==> config.mk <==
export PLATFORM = sky130hd
export DESIGN_NAME = dual_port_sram_param
export DESIGN_NICKNAME = d
export VERILOG_FILES = /design/src/rtl/dual_port_sram_param.sv
export SDC_FILE = /design/constraint.sdc
export NUM_CORES = 2
export LEC_CHECK = 0
export CAP_MARGIN = 20
export CORE_ASPECT_RATIO = 0.8
export CORE_MARGIN = 2
export CORE_UTILIZATION = 50
export CTS_CLUSTER_DIAMETER = 40
export CTS_CLUSTER_SIZE = 14
export DETAILED_ROUTE_END_ITERATION = 7
export PLACE_DENSITY_LB_ADDON = 0.2
export SLEW_MARGIN = 10
export SYNTH_ARGS = -nofsm -noshare
export SYNTH_HDL_FRONTEND = slang
export SYNTH_SLANG_ARGS = --single-unit
==> constraint.sdc <==
create_clock -name Clk_In -period 4.1 [get_ports Clk_In]
set_input_delay 0.615 -clock Clk_In [delete_from_list [all_inputs] [get_ports Clk_In]]
set_output_delay 0.615 -clock Clk_In [all_outputs]
set_load 0.02 [all_outputs]
==> src/rtl/dual_port_sram_param.sv <==
// Parametrised true dual-port synchronous SRAM with pipelined reads,
// selectable cross-port read-during-write behaviour and write-write collision counting.
module dual_port_sram_param #(
  parameter int unsigned DATA_WIDTH   = 8,
  parameter int unsigned ADDR_WIDTH   = 8,
  parameter int unsigned READ_LATENCY = 1,
  parameter int unsigned READ_MODE    = 0,
  parameter int unsigned CNT_WIDTH    = 16
) (
  input  logic                  Clk_In,
  input  logic                  Reset_In,
  input  logic                  Port_A_Enable,
  input  logic                  Port_A_Write_Enable,
  input  logic [ADDR_WIDTH-1:0] Port_A_Address_In,
  input  logic [DATA_WIDTH-1:0] Port_A_Data_In,
  output logic [DATA_WIDTH-1:0] Port_A_Data_Out,
  output logic                  Port_A_Data_Valid,
  input  logic                  Port_B_Enable,
  input  logic                  Port_B_Write_Enable,
  input  logic [ADDR_WIDTH-1:0] Port_B_Address_In,
  input  logic [DATA_WIDTH-1:0] Port_B_Data_In,
  output logic [DATA_WIDTH-1:0] Port_B_Data_Out,
  output logic                  Port_B_Data_Valid,
  output logic                  Collision_Out,
  output logic [CNT_WIDTH-1:0]  Collision_Count
);

  localparam int unsigned DEPTH = 1 << ADDR_WIDTH;

  logic [DATA_WIDTH-1:0] mem [DEPTH];

  logic                  a_rd_c, a_wr_c, b_rd_c, b_wr_c, b_wr_eff_c;
  logic                  same_addr_c, collision_c;
  logic [DATA_WIDTH-1:0] a_rdata_c, b_rdata_c;

  logic [DATA_WIDTH-1:0] a_s1_data_q, a_s1_data_d, a_s2_data_q, a_s2_data_d;
  logic [DATA_WIDTH-1:0] b_s1_data_q, b_s1_data_d, b_s2_data_q, b_s2_data_d;
  logic                  a_s1_vld_q, a_s1_vld_d, a_s2_vld_q, a_s2_vld_d;
  logic                  b_s1_vld_q, b_s1_vld_d, b_s2_vld_q, b_s2_vld_d;
  logic                  coll_q, coll_d;
  logic [CNT_WIDTH-1:0]  coll_cnt_q, coll_cnt_d;

  // Access decode; read data is resolved at the issue edge, including write-through bypass.
  always_comb begin
    a_rd_c      = Port_A_Enable & ~Port_A_Write_Enable;
    a_wr_c      = Port_A_Enable &  Port_A_Write_Enable;
    b_rd_c      = Port_B_Enable & ~Port_B_Write_Enable;
    b_wr_c      = Port_B_Enable &  Port_B_Write_Enable;
    same_addr_c = (Port_A_Address_In == Port_B_Address_In);
    collision_c = a_wr_c & b_wr_c & same_addr_c;
    b_wr_eff_c  = b_wr_c & ~collision_c;
    a_rdata_c   = mem[Port_A_Address_In];
    b_rdata_c   = mem[Port_B_Address_In];
    if (READ_MODE == 1 && b_wr_c && same_addr_c) a_rdata_c = Port_B_Data_In;
    if (READ_MODE == 1 && a_wr_c && same_addr_c) b_rdata_c = Port_A_Data_In;
  end

  // Array write; port A wins a same-address collision.
  always_ff @(posedge Clk_In) begin
    if (a_wr_c)     mem[Port_A_Address_In] <= Port_A_Data_In;
    if (b_wr_eff_c) mem[Port_B_Address_In] <= Port_B_Data_In;
  end

  // Read pipeline and collision bookkeeping; data stages hold when nothing new arrives.
  always_comb begin
    a_s1_data_d = a_s1_data_q;
    b_s1_data_d = b_s1_data_q;
    a_s2_data_d = a_s2_data_q;
    b_s2_data_d = b_s2_data_q;
    a_s1_vld_d  = a_rd_c;
    b_s1_vld_d  = b_rd_c;
    a_s2_vld_d  = a_s1_vld_q;
    b_s2_vld_d  = b_s1_vld_q;
    coll_d      = collision_c;
    coll_cnt_d  = coll_cnt_q;
    if (a_rd_c)     a_s1_data_d = a_rdata_c;
    if (b_rd_c)     b_s1_data_d = b_rdata_c;
    if (a_s1_vld_q) a_s2_data_d = a_s1_data_q;
    if (b_s1_vld_q) b_s2_data_d = b_s1_data_q;
    if (collision_c && coll_cnt_q != {CNT_WIDTH{1'b1}})
      coll_cnt_d = coll_cnt_q + CNT_WIDTH'(1);
  end

  always_ff @(posedge Clk_In or posedge Reset_In) begin
    if (Reset_In) begin
      a_s1_data_q <= '0;
      b_s1_data_q <= '0;
      a_s2_data_q <= '0;
      b_s2_data_q <= '0;
      a_s1_vld_q  <= 1'b0;
      b_s1_vld_q  <= 1'b0;
      a_s2_vld_q  <= 1'b0;
      b_s2_vld_q  <= 1'b0;
      coll_q      <= 1'b0;
      coll_cnt_q  <= '0;
    end else begin
      a_s1_data_q <= a_s1_data_d;
      b_s1_data_q <= b_s1_data_d;
      a_s2_data_q <= a_s2_data_d;
      b_s2_data_q <= b_s2_data_d;
      a_s1_vld_q  <= a_s1_vld_d;
      b_s1_vld_q  <= b_s1_vld_d;
      a_s2_vld_q  <= a_s2_vld_d;
      b_s2_vld_q  <= b_s2_vld_d;
      coll_q      <= coll_d;
      coll_cnt_q  <= coll_cnt_d;
    end
  end

  assign Port_A_Data_Out   = (READ_LATENCY == 2) ? a_s2_data_q : a_s1_data_q;
  assign Port_A_Data_Valid = (READ_LATENCY == 2) ? a_s2_vld_q  : a_s1_vld_q;
  assign Port_B_Data_Out   = (READ_LATENCY == 2) ? b_s2_data_q : b_s1_data_q;
  assign Port_B_Data_Valid = (READ_LATENCY == 2) ? b_s2_vld_q  : b_s1_vld_q;
  assign Collision_Out     = coll_q;
  assign Collision_Count   = coll_cnt_q;

endmodule
==> results by group <==
Synth
  • #FFs+latches synth: 2083
  • Ys Warns: 0
  • Mapped Nets: 7822
  • Register area share after synthesis: 50.2%
  • Ys flop type: edfxtp_1
  • Area contributors post-synth: edfxtp_1 (50%), mux4_2 (20%), mux2_2 (19%), clkbuf_1 (1.8%), mux2i_1 (1.5%)
  • Number of synthesized flops with an enable pin: 2048
  • Post-synth top area cell: edfxtp_1
  • Top cells by instance count after synthesis: mux2_2 (2062), edfxtp_1 (2048), mux4_2 (1086)
  • Top cell type's share of synthesized area: 49.5%
  • Mapped Avg Cell Area: 16.0 um2
  • Post-Synthesis Cell Area: 124000 um2
  • Syn Inst Count: 7783
  • Count of different cell masters after synthesis: 68
  • Async SR Flop Fraction: 1.68%
  • Most frequent cell after synthesis: mux2_2

Power
  • Power density cells: 409 nW/um2
  • Peak VDD IR: 0.000321 V
  • Lkg Pwr: 0.0487 uW

Detailed routing
  • Vias per cell: 7.47
  • 1st-iter DRT viols: 15800
  • Final ANT Viol Nets: 0
  • Post-DR wirelength/cell: 44.0 um
  • Total number of vias: 89100
  • WL final: 525000 um
  • Number of remaining DRC errors: 0
  • First-pass DRT Iterations: 8

STA
  • Actual slew at the worst max-slew pin: 1.21 ns
  • Worst hold slack: 0.265 ns
  • Final setup vio count: 0
  • Max-slew violations: 0
  • Post-Route Skew: 0.0579 ns
  • RSZ-0062 raised after global routing: false
  • Max frequency: 268 MHz
  • Final Cycle Share: 90.9%
  • Final Hold Fails: 0
  • Post-layout min period: 3.72 ns
  • TNS Setup: 0 ns
  • Max_slew headroom: 19.5%

Global route
  • Gr usage total: 41.1%
  • Vias in the first global route: 85000
  • Largest net degree at the start of global routing: 111
  • Overflow left after global routing: 0
  • First-pass GRT wire length: 718000 um
  • Antenna violations before repair: 53

CTS
  • Post-CTS Setup Bufs: 0
  • CTS clk-pin slew, worst paths: 0.06 ns
  • CTS tree: yes
  • CTS sink count: 2083
  • Worst-skew pair later-pin latency: 0.91 ns
  • Hold-fix buffers, CTS: 0
  • Number of CTS-inserted buffers: 335
  • Root Buffer: clkbuf_16
  • Count of cells resized by post-cts repair: 0
  • Htree depth: 5
  • CTS Buffer Depth: 4

Floorplan
  • Chip width: 561 um
  • Die H: 450 um
  • Floorplan Core Area: 247000 um2
  • Full die area: 252000 um2
  • Top Ports: 73
  • Initial Util: 50.3%
  • FP Rows: 163

Status
  • Outcome: finished clean

Placement
  • Final GP Congestion: 1.05
  • Port Buf Inserts: 72
  • DP Wirelength: 359000 um

Critical path
  • Crit path capture type: flip-flop
  • CP arrival: 4.57 ns
  • Crit path max fanout: 17
  • CP required: 4.95 ns
  • FF-to-FF path depth: 8
  • CP Class: in -> reg
  • CP Launch Type: input pin

Finish
  • Fill count: 18600
  • Storage cell area: 62400 um2
  • Layout cells sized above 1: 57.7%
  • Synth-to-Final Area Change: 17.9%
  • Fin nets: 8346
  • Multi-input gate area: 58100 um2

Job
  • Max-Cap Viols: 0

Worst hold path
  • Hold Path Class: in -> async
-- per-layer routing --
metal / wire (um) / part of all wire (%) / vias up / global-route usage [%]
met1: 192000 / 37 / 46600 / 55.9
met3: 85300 / 16 / 1345 / 17.6
met2: 217000 / 41 / 7760 / 56.3
li1: - / - / 33300 / -
met4: 29700 / 5.7 / 52 / 19.9
met5: 522 / 0.099 / - / 0.398
-- cell type report --
cell class | count | share of cell area [%]
clock inverter | 252 | 2.05
tap | 3300 | 2.82
antenna | 48 | 0.0820
clock buffer | 357 | 5.86
multi-input combinational | 4789 | 39.6
inverter | 11 | 0.0350
sequential | 2083 | 42.6
timing repair buffer | 1087 | 6.94
-- layout by cell type, fill, tap and decap left out, types with 18 or more instances in the layout --
master           synthesis  final
mux2_2                2062   2062
edfxtp_1              2048   2048
mux4_2                1086   1086
buf_4                   67    878
clkbuf_16                0    339
nand2_1                318    300
o22ai_1                226    226
mux2i_1                183    183
o21ai_0                173    172
buf_12                   0    138
nor2_2                 106    109
nor2_1                  96     86
inv_6                    0     65
a22oi_1                 54     54
nor3_1                  51     51
diode_2                  0     48
nand3_1                 50     45
clkdlybuf4s50_1          0     45
a21oi_1                 40     40
bufinv_16                0     36
dfrtp_1                 35     35
clkinvlp_4               0     35
clkinv_4                 0     32
a32oi_1                 30     30
clkinv_2                 0     27
nand2_2                 13     25
nor2b_1                 28     22
buf_8                    0     21
inv_8                    0     18
o22a_1                  18     18
clkinv_1                 1     18
-- critical path, stage by stage --
cell	delay [ns]
buf_4	0.35
buf_4	0.39
nor2b_2	0.13
nand2b_1	0.65
o221ai_1	0.43
nor3_1	0.68
buf_4	0.23
o22ai_1	0.08
nor3_1	0.63
buf_4	0.22
o32a_1	0.12
-- power by group --
| part | switching (uW) | total (uW) | internal, uW |
|---|---|---|---|
| registers | 120 | 23600 | 23500 |
| logic | 4050 | 6670 | 2620 |
| clock network | 11800 | 29700 | 17900 |
-- through the flow --
stage | total power, uW | cell area [um2] | cells | setup slack (ns) | utilization (%)
2_1_floorplan | 27500 | 124000 | 7783 | 0.686 | -
3_3_place_gp | 30300 | 135000 | 11300 | -0.186 | 54.6
6_report | 60000 | 146000 | 11900 | 0.375 | 59.4
5_1_grt | 60900 | 146000 | 11900 | 0.678 | 59.3
3_5_place_dp | 30400 | 135000 | 11300 | -0.161 | 54.6
4_1_cts | 59700 | 146000 | 11900 | 0.763 | 59.3
-- path summary, 6_finish.rpt --
| check | from | end | slack (ns) |
|---|---|---|---|
| worst max register to register | mem[243][5] | Port_A_Data_Out[5] | 0.98 |
| worst min register to register | Collision_Count[15] | Collision_Count[15] | 0.50 |
| max in group asynchronous | Reset_In | Port_A_Data_Out[4] | 3.18 |
| worst min-delay path | Reset_In | Port_A_Data_Valid | 0.26 |
| min in group Clk_In | Port_B_Data_In[2] | mem[249][2] | 0.32 |
| worst max-delay path | Port_B_Address_In[3] | Port_B_Data_Out[7] | 0.38 |
-- registers in the layout (all words and copies together) (netlist names) --
name	cells
Collision_Count	16
Port_A_Data_Out	8
Port_A_Data_Valid	1
mem	2048
Port_B_Data_Out	8
Collision_Out	1
Port_B_Data_Valid	1
-- cells by family after synthesis --
family,count (synthesis),share of synthesized area (%)
AND/OR/NAND/NOR,767,3.01
buffers and inverters,911,3.22
AO/OA/AOI/OAI,650,3.38
multiplexers,3348,40.0
XOR/XNOR,23,0.162
adder cells (fa/ha/maj),1,0.0101
flip-flops,2083,50.2
(Power assumes the default switching activity.)
